<file path="config.mk">
export PLATFORM = sky130hd
export DESIGN_NAME = serial_subtractor
export DESIGN_NICKNAME = d
export VERILOG_FILES = /design/src/rtl/serial_subtractor_pkg.sv /design/src/rtl/full_subtractor_bit.sv /design/src/rtl/serial_subtractor.sv
export SDC_FILE = /design/constraint.sdc
export NUM_CORES = 1
export LEC_CHECK = 0
export ABC_CLOCK_PERIOD_IN_PS = 2100
export BUFFER_PORTS_ARGS = -buffer_cell sky130_fd_sc_hd__buf_2
export CAP_MARGIN = 5
export CORE_MARGIN = 4
export CORE_UTILIZATION = 40
export DETAILED_ROUTE_END_ITERATION = 6
export SYNTH_ARGS = -nofsm -noshare
export SYNTH_HDL_FRONTEND = slang
export SYNTH_HIERARCHICAL = 1
export SYNTH_SLANG_ARGS = --single-unit
</file>
<file path="constraint.sdc">
create_clock -name clk -period 2.1 [get_ports clk]
set_input_delay 0.21 -clock clk [delete_from_list [all_inputs] [get_ports clk]]
set_output_delay 0.21 -clock clk [all_outputs]
set_load 0.01 [all_outputs]
</file>
<file path="src/rtl/serial_subtractor_pkg.sv">
// Shared definitions for the bit-serial subtractor: FSM encoding and default width.
package serial_subtractor_pkg;

  typedef enum logic [1:0] {
    IDLE = 2'd0,
    RUN  = 2'd1,
    DONE = 2'd2
  } state_t;

  localparam int SUB_WIDTH = 4;

endpackage

</file>
<file path="src/rtl/full_subtractor_bit.sv">
// One-bit full subtractor: d = a - b - bin, with borrow-out.
module full_subtractor_bit (
  input  logic a,
  input  logic b,
  input  logic bin,
  output logic d,
  output logic bout
);

  assign d    = a ^ b ^ bin;
  assign bout = (~a & b) | (~(a ^ b) & bin);

endmodule

</file>
<file path="src/rtl/serial_subtractor.sv">
// Bit-serial N-bit subtractor D = A - B - Bin, LSB first, with start/busy/done handshake.
module serial_subtractor
  import serial_subtractor_pkg::*;
#(
  parameter int N = SUB_WIDTH
) (
  input  logic         clk,
  input  logic         rst,
  input  logic         start,
  input  logic [N-1:0] A,
  input  logic [N-1:0] B,
  input  logic         Bin,
  output logic         busy,
  output logic         done,
  output logic [N-1:0] D,
  output logic         Bout
);

  localparam int CW = $clog2(N);

  state_t         state, state_nxt;
  logic [N-1:0]   a_sr, b_sr, w_sr;
  logic           br;
  logic [CW-1:0]  cnt;
  logic           d_bit, br_nxt, accept, last;

  full_subtractor_bit u_fsb (
    .a    (a_sr[0]),
    .b    (b_sr[0]),
    .bin  (br),
    .d    (d_bit),
    .bout (br_nxt)
  );

  assign last = (cnt == CW'(N - 1));

  always_ff @(posedge clk) begin
    if (rst) state <= IDLE;
    else     state <= state_nxt;
  end

  // DONE accepts a new start just like IDLE so a sequencer can chain operations.
  always_comb begin
    state_nxt = state;
    accept    = 1'b0;
    busy      = 1'b0;
    done      = 1'b0;
    case (state)
      IDLE: begin
        if (start) begin
          accept    = 1'b1;
          state_nxt = RUN;
        end
      end
      RUN: begin
        busy = 1'b1;
        if (last) state_nxt = DONE;
      end
      DONE: begin
        done = 1'b1;
        if (start) begin
          accept    = 1'b1;
          state_nxt = RUN;
        end else begin
          state_nxt = IDLE;
        end
      end
      default: state_nxt = IDLE;
    endcase
  end

  always_ff @(posedge clk) begin
    if (rst) begin
      a_sr <= '0;
      b_sr <= '0;
      w_sr <= '0;
      br   <= 1'b0;
      cnt  <= '0;
      D    <= '0;
      Bout <= 1'b0;
    end else if (accept) begin
      a_sr <= A;
      b_sr <= B;
      br   <= Bin;
      cnt  <= '0;
    end else if (state == RUN) begin
      a_sr <= a_sr >> 1;
      b_sr <= b_sr >> 1;
      w_sr <= {d_bit, w_sr[N-1:1]};
      br   <= br_nxt;
      cnt  <= cnt + CW'(1);
      // Result registers are published only on the final bit so they hold through the next run.
      if (last) begin
        D    <= {d_bit, w_sr[N-1:1]};
        Bout <= br_nxt;
      end
    end
  end

endmodule
</file>
* Word level (Yosys, flattened, before mapping) *
Index checks and enable logic that the tools add are counted.

cells by class
  reductions and logical operators = 7
  mux-type cells = 14
  add/sub/neg operators = 1
  bitwise logic cells = 8
  eq/ne operators = 5

operators with widths
  cell                   count
  $mux W4                4
  $mux W1                7
  $pmux W2 S3            1
  $eq A2 B2 Y1 const B   2
  $mux W2                2
  $ne A2 B2 Y1 const B   2
  $reduce_and A2 Y1      2
  $reduce_or A2 Y1       2
  $not A1 Y1             3
  $reduce_and A3 Y1      1
  $add A2 B1 Y2 const B  1
  $and A1 B1 Y1          2
  $eq A2 B1 Y1 const B   1
  $logic_not A2 Y1       1
  $reduce_bool A2 Y1     1
  $xor A1 B1 Y1          2
  $or A1 B1 Y1           1

storage, ports and cells
  bits of input ports = 12
  output and inout bits = 7
  bits in registers = 22

* Depth between registers and ports, before layout *
  word-level depth = 6
  gate-level depth with buffers = 5
  mapped depth without buffers = 5

* By module *
Netlist, hierarchy kept.

by module, submodules not included
  module               times used  cells an instance  area an instance (um2)
  serial_subtractor    1           93                 819.5
  full_subtractor_bit  1           4                  31.3

* Worst setup path after synthesis *
OpenSTA, ideal clock, no wires.

  path kind = register -> register
  from = reg b_sr[0]
  to = reg D[3]
  arrival time = 1,028 ps
  cell stages (with the launch flop) = 5
  data required time = 2,029 ps
  period minus slack after synthesis = 1,099 ps
  setup time = 71 ps
  path slack = 1,001 ps
  cell sequence = dfxtp_1 -> inv_1 -> fa_1 -> nand3_1 -> a21oi_1

between the ends
  cells in the longest elaborated chain, start to end = 2

RTL lines
  what                        RTL line                   RTL
  start: declaration          serial_subtractor.sv:22    logic [N-1:0] a_sr, b_sr, w_sr;
  start signal: assignment    serial_subtractor.sv:88    b_sr <= b_sr >> 1;
  $xor A1 B1 Y1 (2 in a row)  full_subtractor_bit.sv:10  assign d = a ^ b ^ bin;
  named net d_bit             serial_subtractor.sv:25    logic d_bit, br_nxt, accept, last;
  end signal: assignment      serial_subtractor.sv:94    D <= {d_bit, w_sr[N-1:1]};
  end: declaration            serial_subtractor.sv:15    output logic [N-1:0] D,

The timed path passes the listed nets, and every way through them passes these cells.
A chain may end at the register's enable or synchronous reset.

* Final worst setup path *
  from = reg state[1]
  to = out busy

between the ends
  cells in the longest elaborated chain, start to end = 2

RTL lines
  what                      RTL line                 RTL
  start: declaration        serial_subtractor.sv:21  state_t state, state_nxt;
  start signal: assignment  serial_subtractor.sv:39  else state <= state_nxt;
  $eq A2 B1 Y1              serial_subtractor.sv:48  case (state)
  $mux W1                   serial_subtractor.sv:48
  end: declaration          serial_subtractor.sv:13  output logic busy,

No other way between the ends.

==> out/results.txt <==
Final Skew -> 4.76 ps
netlist area before placement -> 851 um^2
max capacitance violation total -> 0
count of flip-flops with a built-in enable after synthesis -> 0
number of global-route vias before repair -> 650
clk buf depth -> 2
Max IR drop VDD -> 541 uV
number of gates given a new drive strength after cts -> 0
depth of the worst hold-timing path -> 3
run status -> completed
total clock sinks -> 21
total number of yosys warnings -> 6
measured slew at the worst slew-check pin -> 677 ps
worst min-delay path category -> in -> reg
DRT antenna net count -> 0
Clock Pin Slew Worst Setup and Hold Paths -> 110 ps
buffer and inverter count on the worst path -> 2
maximum level of the CTS H-tree -> 1
reported leakage power -> 0.000383 uW
n_diodes -> 0
fraction of final layout cells with drive strength greater than 1 -> 21.2%
routed len/inst -> 11.9 um
#FFs+latches synth -> 21
Layout Nets -> 128
hold-fix buffers at CTS -> 0
synth unique cells -> 25
unrepaired setup endpoints after global routing -> no
Tcrit/Tclk final -> 74.5%
maximum number of pins on one net before global-route repair -> 22
Synth async-reset ratio -> 0%
share of Yosys cell area claimed by the top area cell type -> 49.4%
number of DRC markers after the initial detailed-route iteration -> 9
mean post-synth cell area -> 8.77 um^2
maximum clock rate -> 640 MHz
Final TNS setup -> 0 ps
wirelength, routed -> 1670 um
endpoint kind of the worst setup timing path -> primary output
Worst EP arrival -> 1350 ps
TritonCTS clock tree -> yes
total core area -> 1980 um^2
endpoints failing setup -> 0
source of the worst hold timing path -> A[3]
area taken by flip-flops and latches -> 420 um^2
area growth from synthesis to final layout -> 13.4%
required time worst endpoint -> 1890 ps
starting density of the core -> 42.9%
overall die area -> 2930 um^2
number of remaining DRC errors -> 0
post-CTS setup buffer count -> 0
Post-Syn Nets -> 111
GRT Resource Usage Total -> 13.5%
Congestion Overflow GR -> 0
Largest stage delay, worst path -> 330 ps
router iterations before antenna repair -> 2
Top delay family on crit path -> buffers and inverters
initial antenna violation count -> 0
DIE HEIGHT -> 54.1 um
min setup slack post-route -> 536 ps
cell area power density -> 745 nW/um^2
Filler Cells Inserted -> 212
Crit Reg-Reg Startpoint -> state[0]
HPWL after DPL -> 1230 um
I/O Buffers -> 18
largest fanout of any net on the critical path -> 19
setup slack at placement -> 787 ps
I/O pin cnt -> 19
cell-by-cell listing of the critical path -> nand2b_2, inv_4, buf_2
startpoint types -> register
routed vias -> 705
type of the worst setup path -> reg -> out
Most used DFF post-synth -> sky130_fd_sc_hd__dfxtp_1
Crit path depth -> 3
cell row count -> 16
depth of the worst register-to-register path -> 3
synth top area cells -> sky130_fd_sc_hd__dfxtp_1 (49%), sky130_fd_sc_hd__nand2_1 (7.1%), sky130_fd_sc_hd__a21oi_1 (6.5%)
Die X-Extent -> 54.1 um
cell type contributing the most total cell area after synthesis -> sky130_fd_sc_hd__dfxtp_1
start point of the critical path -> state[1]
total area of multi-input combinational cells -> 377 um^2
Max-slew headroom -> 54.8%
post-DR vias/cell -> 5.04
gp weighted congestion -> 0.742
latest clock arrival within the worst-skew pair -> 300 ps
Tot Pwr -> 719 uW
library cell used as clock root buffer -> sky130_fd_sc_hd__clkbuf_4
cells after synthesis -> 97
global-route wire length before repair -> 2840 um
final hold violation count -> 0
sequential share of the synthesized area -> 49.4%
final-report max-slew violation count -> 0
CP max-delay cell -> sky130_fd_sc_hd__dfxtp_1
Inserted Clock Buffers -> 3
post-layout minimum cycle time -> 1560 ps
through the flow:
| step | instances | util, % | area, um^2 | hold WS [ps] |
|---|---|---|---|---|
| 3_5_place_dp | 136 | 47.3 | 938 | 445 |
| 6_report | 140 | 48.7 | 965 | 142 |
| 5_1_grt | 140 | 48.7 | 965 | 138 |
| 3_3_place_gp | 136 | 47.3 | 938 | 441 |
| 2_1_floorplan | 97 | - | 851 | 282 |
| 4_1_cts | 140 | 48.7 | 965 | 131 |
power breakdown:
group	total, uW	internal [uW]	switching (uW)
Sequential	431	419	12.7
Clock	191	73.9	117
Combinational	96.2	38.9	57.3
Total	719	532	187
cells in the final DEF, fill, tap and decap left out, drive strengths merged:
cell and count:
nand3b 1, ha 1, fa 1, o21a 1, buf 18, nand3 8
a21oi 11, nand2b 2, clkbuf 4, xnor2 1, nor3 9, o22ai 3
a22oi 2, nor2 4, dfxtp 21, inv 4, mux2i 2, nand2 16
a311oi 2, nor2b 2
synth_stat cells (2+ instances only):
cell type                   n
sky130_fd_sc_hd__a21oi_1   11
sky130_fd_sc_hd__a22oi_1    2
sky130_fd_sc_hd__buf_2      2
sky130_fd_sc_hd__clkbuf_1   2
sky130_fd_sc_hd__dfxtp_1   21
sky130_fd_sc_hd__inv_1      3
sky130_fd_sc_hd__mux2i_1    2
sky130_fd_sc_hd__nand2_1   16
sky130_fd_sc_hd__nand3_1    8
sky130_fd_sc_hd__nor2_1     4
sky130_fd_sc_hd__nor2b_1    2
sky130_fd_sc_hd__nor3_1     9
sky130_fd_sc_hd__o22ai_1    3
path summary, 6_finish.rpt:
| kind | slack (ps) | end |
|---|---|---|
| max | 540 | busy |
| max reg2reg | 770 | b_sr[3] |
| min reg2reg | 460 | D[3] |
| min | 140 | a_sr[3] |
layer usage:
layer	vias up	track usage, %	part of all wire (%)
met3	2	4.99	5.4
li1	371	-	-
met1	317	17.2	47
met5	-	0	0
met2	15	21.1	46
met4	0	3.73	1.1
layout make-up:
type                            count  area share [%]
Tap cell                           27            3.50
Multi-Input combinational cell     66            39.0
Clock buffer                        4            2.72
Sequential cell                    21            43.6
Inverter                            4            1.82
Timing Repair Buffer               18            9.34
flip-flops by register name (all words and copies together) (netlist names):
name,cells
br,1
w_sr,3
state,2
Bout,1
a_sr,4
cnt,2
D,4
b_sr,4
worst min-delay path, cell delays in order:
cell and delay [ps]:
sky130_fd_sc_hd__buf_2 90, sky130_fd_sc_hd__nand2_1 40, sky130_fd_sc_hd__a21oi_1 50
cells by family after synthesis:
group | after synthesis | synth area share [%]
and+or+nand+nor | 42 | 22.9
buffers and inverters | 10 | 6.32
DFF | 21 | 49.4
adders and majority gates | 2 | 3.82
muxes | 2 | 2.35
xor gates and xnor gates | 1 | 1.03
AOI/OAI and AO/OA | 19 | 14.1
No activity file was read; power rests on OpenSTA's default activity.
